### src/rtl/uart_cmd_parser.sv
// Command layer between the UART receive FIFO and the transmitter. It frames 5-byte
// register commands (SYNC, CMD, ADDR, DATA, CHK), drives a register bus and returns ACK/NAK.
module uart_cmd_parser #(
  parameter logic [7:0] SYNC_BYTE      = 8'hA5,
  parameter int         TIMEOUT_CYCLES = 2_500_000,
  parameter logic [7:0] ACK_BYTE       = 8'h06,
  parameter logic [7:0] NAK_BYTE       = 8'h15
) (
  input  logic       clk,
  input  logic       rst,
  input  logic       rx_empty,
  input  logic [7:0] r_data,
  output logic       rd_uart,
  input  logic       tx_full,
  output logic [7:0] w_data,
  output logic       wr_uart,
  output logic [7:0] reg_addr,
  output logic [7:0] reg_wdata,
  output logic       reg_we,
  output logic       reg_re,
  input  logic [7:0] reg_rdata,
  output logic [7:0] err_cnt
);

  localparam logic [7:0] CMD_WRITE = 8'h57;
  localparam logic [7:0] CMD_READ  = 8'h52;
  localparam int         TW        = $clog2(TIMEOUT_CYCLES);

  localparam logic [3:0] ST_IDLE      = 4'd0;
  localparam logic [3:0] ST_GET_CMD   = 4'd1;
  localparam logic [3:0] ST_GET_ADDR  = 4'd2;
  localparam logic [3:0] ST_GET_DATA  = 4'd3;
  localparam logic [3:0] ST_GET_CHK   = 4'd4;
  localparam logic [3:0] ST_EXEC      = 4'd5;
  localparam logic [3:0] ST_RD_WAIT   = 4'd6;
  localparam logic [3:0] ST_SEND_ACK  = 4'd7;
  localparam logic [3:0] ST_SEND_DATA = 4'd8;
  localparam logic [3:0] ST_SEND_NAK  = 4'd9;

  logic [3:0]    state;
  logic [7:0]    cmd_q, addr_q, data_q, chk_q, rdata_q;
  logic          pop_last;
  logic [TW-1:0] tmo_cnt;

  logic in_get, in_send, timeout, frame_ok, err_inc;

  assign in_get   = (state >= ST_GET_CMD) && (state <= ST_GET_CHK);
  assign in_send  = (state == ST_SEND_ACK) || (state == ST_SEND_DATA) || (state == ST_SEND_NAK);
  assign frame_ok = (chk_q == (cmd_q ^ addr_q ^ data_q)) &&
                    ((cmd_q == CMD_WRITE) || (cmd_q == CMD_READ));

  // The gap after every pop lets the FIFO advance its head before the next read.
  assign rd_uart = rst && !rx_empty && !pop_last && (in_get || (state == ST_IDLE));
  assign wr_uart = rst && in_send && !tx_full;
  assign reg_we  = rst && (state == ST_EXEC) && frame_ok && (cmd_q == CMD_WRITE);
  assign reg_re  = rst && (state == ST_EXEC) && frame_ok && (cmd_q == CMD_READ);

  // A pop in the same cycle as the timeout wins.
  assign timeout = in_get && !rd_uart && (tmo_cnt == TW'(TIMEOUT_CYCLES - 1));
  assign err_inc = timeout || ((state == ST_EXEC) && !frame_ok);

  assign reg_addr  = addr_q;
  assign reg_wdata = data_q;

  // NOTE: always_comb assigns a default before the case so no path leaves w_data unassigned
  // and no latch is inferred.
  always_comb begin
    w_data = 8'h00;
    case (state)
      ST_SEND_ACK:  w_data = ACK_BYTE;
      ST_SEND_DATA: w_data = rdata_q;
      ST_SEND_NAK:  w_data = NAK_BYTE;
      default:      w_data = 8'h00;
    endcase
  end

  // NOTE: state registers use non-blocking assignments so every register samples the
  // pre-edge values of the others, independent of statement order.
  always_ff @(posedge clk) begin
    if (!rst) begin
      state    <= ST_IDLE;
      cmd_q    <= 8'h00;
      addr_q   <= 8'h00;
      data_q   <= 8'h00;
      chk_q    <= 8'h00;
      rdata_q  <= 8'h00;
      pop_last <= 1'b0;
      tmo_cnt  <= '0;
      err_cnt  <= 8'h00;
    end else begin
      pop_last <= rd_uart;

      if (!in_get || rd_uart || timeout) tmo_cnt <= '0;
      else                               tmo_cnt <= tmo_cnt + TW'(1);

      if (err_inc && (err_cnt != 8'hFF)) err_cnt <= err_cnt + 8'd1;

      case (state)
        ST_IDLE:
          if (rd_uart && (r_data == SYNC_BYTE)) state <= ST_GET_CMD;
        ST_GET_CMD:
          if (rd_uart) begin
            cmd_q <= r_data;
            state <= ST_GET_ADDR;
          end else if (timeout) state <= ST_IDLE;
        ST_GET_ADDR:
          if (rd_uart) begin
            addr_q <= r_data;
            state  <= ST_GET_DATA;
          end else if (timeout) state <= ST_IDLE;
        ST_GET_DATA:
          if (rd_uart) begin
            data_q <= r_data;
            state  <= ST_GET_CHK;
          end else if (timeout) state <= ST_IDLE;
        ST_GET_CHK:
          if (rd_uart) begin
            chk_q <= r_data;
            state <= ST_EXEC;
          end else if (timeout) state <= ST_IDLE;
        ST_EXEC:
          if (!frame_ok)               state <= ST_SEND_NAK;
          else if (cmd_q == CMD_WRITE) state <= ST_SEND_ACK;
          else                         state <= ST_RD_WAIT;
        ST_RD_WAIT: begin
          rdata_q <= reg_rdata;
          state   <= ST_SEND_ACK;
        end
        ST_SEND_ACK:
          if (wr_uart) state <= (cmd_q == CMD_READ) ? ST_SEND_DATA : ST_IDLE;
        ST_SEND_DATA, ST_SEND_NAK:
          if (wr_uart) state <= ST_IDLE;
        default:
          state <= ST_IDLE;
      endcase
    end
  end

endmodule

### config.mk
export PLATFORM = sky130hd
export DESIGN_NAME = uart_cmd_parser
export DESIGN_NICKNAME = d
export VERILOG_FILES = /design/src/rtl/uart_cmd_parser.sv
export SDC_FILE = /design/constraint.sdc
export NUM_CORES = 1
export LEC_CHECK = 0
export CAP_MARGIN = 20
export CORE_MARGIN = 4
export CORE_UTILIZATION = 30
export CTS_CLUSTER_DIAMETER = 50
export CTS_CLUSTER_SIZE = 25
export DETAILED_ROUTE_END_ITERATION = 8
export HOLD_SLACK_MARGIN = 0.15
export PLACE_DENSITY = 0.6
export SYNTH_ARGS = -nofsm -noshare
export SYNTH_HDL_FRONTEND = slang
export SYNTH_SLANG_ARGS = --single-unit
### constraint.sdc
create_clock -name clk -period 5.6 [get_ports clk]
set_clock_uncertainty 0.1 [all_clocks]
set_input_delay 0.56 -clock clk [delete_from_list [all_inputs] [get_ports clk]]
set_output_delay 0.56 -clock clk [all_outputs]
set_load 0.02 [all_outputs]
==> flow_summary.yaml <==
status:
  status: "finished clean"
synth:
  synth_edf_count: 0
  synth_ff_type: "dfxtp_1"
  syn_area_per_cell_sq_um: 8.427
  ys_top_cells_by_count: "dfxtp_1 (75), nor2_1 (62), nand2_1 (44)"
  synth_fp_nets: 460
  ys_top_cells_by_area: "dfxtp_1 (41%), mux2i_1 (6.5%), nor2_1 (6.3%)"
  yosysMostFrequentCell: "dfxtp_1"
  syn_inst: 438
  syn_area_sq_mm: 0.003691
  synth_top_area_share_pct: 40.68
  synth_top_area_cell: "dfxtp_1"
  synth.distinct_cells: 47
  yosysWarnings: 0
  postSynth.asyncResetShare_pct: 0
  synth_seq_cells: 75
  yosysSeqAreaShare_pct: 40.68
setup_path:
  critPathLaunchType: "flip-flop"
  r2r_slack_ns: 2.53
  r2r_start: "state[0]"
  crit_type: "reg2out"
  crit_path_end_kind: "output pin"
  critPathMaxFanout: 29
  critPathRequiredTime_ns: 4.94
  rr_worst_depth: 6
  r2r_end: "err_cnt[4]"
  worst_ep_arrival_time_ns: 3.51
finish:
  final_core_util_pct: 38.57
  area.growth.synth_to_final_pct: 25.53
  nNetsFinal: 506
  drive_gt1_share_pct: 4.703
  fill_cells: 1225
  diodes: 0
floorplan:
  core_sq_mm: 0.01201
  start_util_pct: 30.73
  num_rows: 40
  ioPinCount: 56
  die_w_microns: 118.9
  die_y_microns: 118.9
  die_area_sq_mm: 0.01414
run:
  drv_cap: 0
sta:
  period_minus_slack_ns: 4.168
  timing.fmax_mhz: 239.9
  rsz0062_at_grt: "false"
  final-hold-violation-count: 0
  slew_violations: 0
  tightest_slew_ns: 0.8013
  maxSlewHeadroom_pct: 46.51
  setup_violations: 0
  tns_ns: 0
  fin_crit_sh_pct: 74.44
placed_design:
  hpwl_mm: 6.306
  gp_congestion: 0.8262
  port_buffers: 55
clocking:
  clk_path_buf_depth: 2
  clkSlewWorstSetupHoldPaths_ns: 0.06
  htree_levels: 3
  clock-sinks: 75
  cts_setup_buffers: 0
  cts_tree: "yes"
  ctsHoldBuffers: 0
  cts-resized-gates: 0
  clkLatencyLatePin_ns: 0.34
  cts-buffers-inserted: 9
  root_buffer: "clkbuf_16"
worst_hold_path:
  hold_class: "reg2reg"
  min_from: "tmo_cnt[0]"
  hold_path_end: "tmo_cnt[0]"
  worstHoldPathCells: 1
power:
  powerDensity_mw_per_mm2: 255.6
  p_leak_uw: 0.001680
  vdd_drop_max_uv: 148.4
global_route:
  grt_pass1_vias: 2982
  overflow: 0
  grt_usage_pct: 12.67
  grt_max_degree: 55
  grt_pass1_wl_mm: 14.90
  antenna_found_initial: 0
drt:
  finalWirelength_mm: 8.777
  drt-initial-drc-count: 206
  routed-via-count: 3199
  vias_per_cell: 5.030
  firstDrtPassIters: 4
  antenna_left: 0
  drc_errors: 0
  wl_per_cell_microns: 13.80
cell families (layout without fill, tap and decap cells):
kind of cell    count (synthesis)  in the layout  share of synthesized area (%)
buf+inv                        24             75                          2.678
mux                            24             24                          6.508
fa+ha+maj                       2              2                         0.6779
compound gates                 63             63                          10.24
xor+xnor                       45             45                          10.68
simple gates                  205            205                          28.54
flops                          75             75                          40.68
critical path: stages, from the launching register on:
cell	delay [ns]
dfxtp_1	0.84
nor2b_1	0.72
nand2_1	0.29
nor4_1	0.46
nor3b_1	0.22
clkdlybuf4s50_1	0.63
registers in the layout (all words and copies together), names as in the netlist:
name	count
pop_last	1
cmd_q	8
reg_wdata	8
err_cnt	8
reg_addr	8
tmo_cnt	22
chk_q	8
state	4
rdata_q	8
placed cells by master (no fill, tap or decap), types with 6 or more instances in the layout:
cell and count:
xnor2_1 24, and3_1 7, nor2_1 62, nand2_1 44, dfxtp_1 75, nor3_1 8, clkbuf_16 9, a21oi_1 28
nand4_1 10, nand3_1 21, xor2_1 21, clkdlybuf4s50_1 55, or4_1 6, nor4_1 9, mux2i_1 24, o21ai_0 11
power breakdown:
part | leakage [uW] | total (uW) | switching, uW | internal, uW
Combinational | 0.000943 | 82.3 | 46.0 | 36.3
Clock | 0.000133 | 547 | 241 | 306
Sequential | 0.000604 | 555 | 15.8 | 539
Total | 0.00168 | 1180 | 303 | 881
how the worst max path moves through the flow:
stage / start / end / cells after the start
4_1_cts: state[0] / reg_re / 5
5_1_grt: state[0] / reg_re / 5
6_report: state[0] / reg_re / 5
2_1_floorplan: rst / err_cnt[4] / 7
3_5_place_dp: state[0] / reg_re / 5
3_3_place_gp: state[0] / reg_re / 5
through the flow:
step | hold WS, ns | instance area [sq um] | instances | setup WS, ns | total power [uW]
floorplan | 0.3299 | 3691 | 438 | 2.870 | 616.8
global placement | 0.3453 | 4342 | 619 | 1.886 | 646.4
detailed placement | 0.3588 | 4342 | 619 | 1.802 | 647.7
CTS | 0.3730 | 4626 | 635 | 1.435 | 1199
global route | 0.3878 | 4633 | 636 | 1.111 | 1235
finish | 0.3646 | 4633 | 636 | 1.432 | 1184
cell type report:
class                      instances  area [sq um]  share of cell area, %
multi-input combinational        339          2091                  45.13
sequential                        75          1501                  32.41
timing repair buffer              57         565.5                  12.21
clock buffer                       9         225.2                  4.861
tap                              147         183.9                  3.970
clock inverter                     7         58.81                  1.269
inverter                           2         7.507                 0.1620
layer usage:
metal / share of wire, % / track usage [%] / vias to the layer above / routed length (microns)
li1: - / - / 1646 / -
met1: 49 / 17.80 / 1459 / 4321
met2: 45 / 18.90 / 78 / 3936
met3: 4.1 / 2.754 / 16 / 361
met4: 1.8 / 4.924 / 0 / 159
met5: 0 / 0 / - / 0
Note: power is estimated with default switching activity, not from simulation.
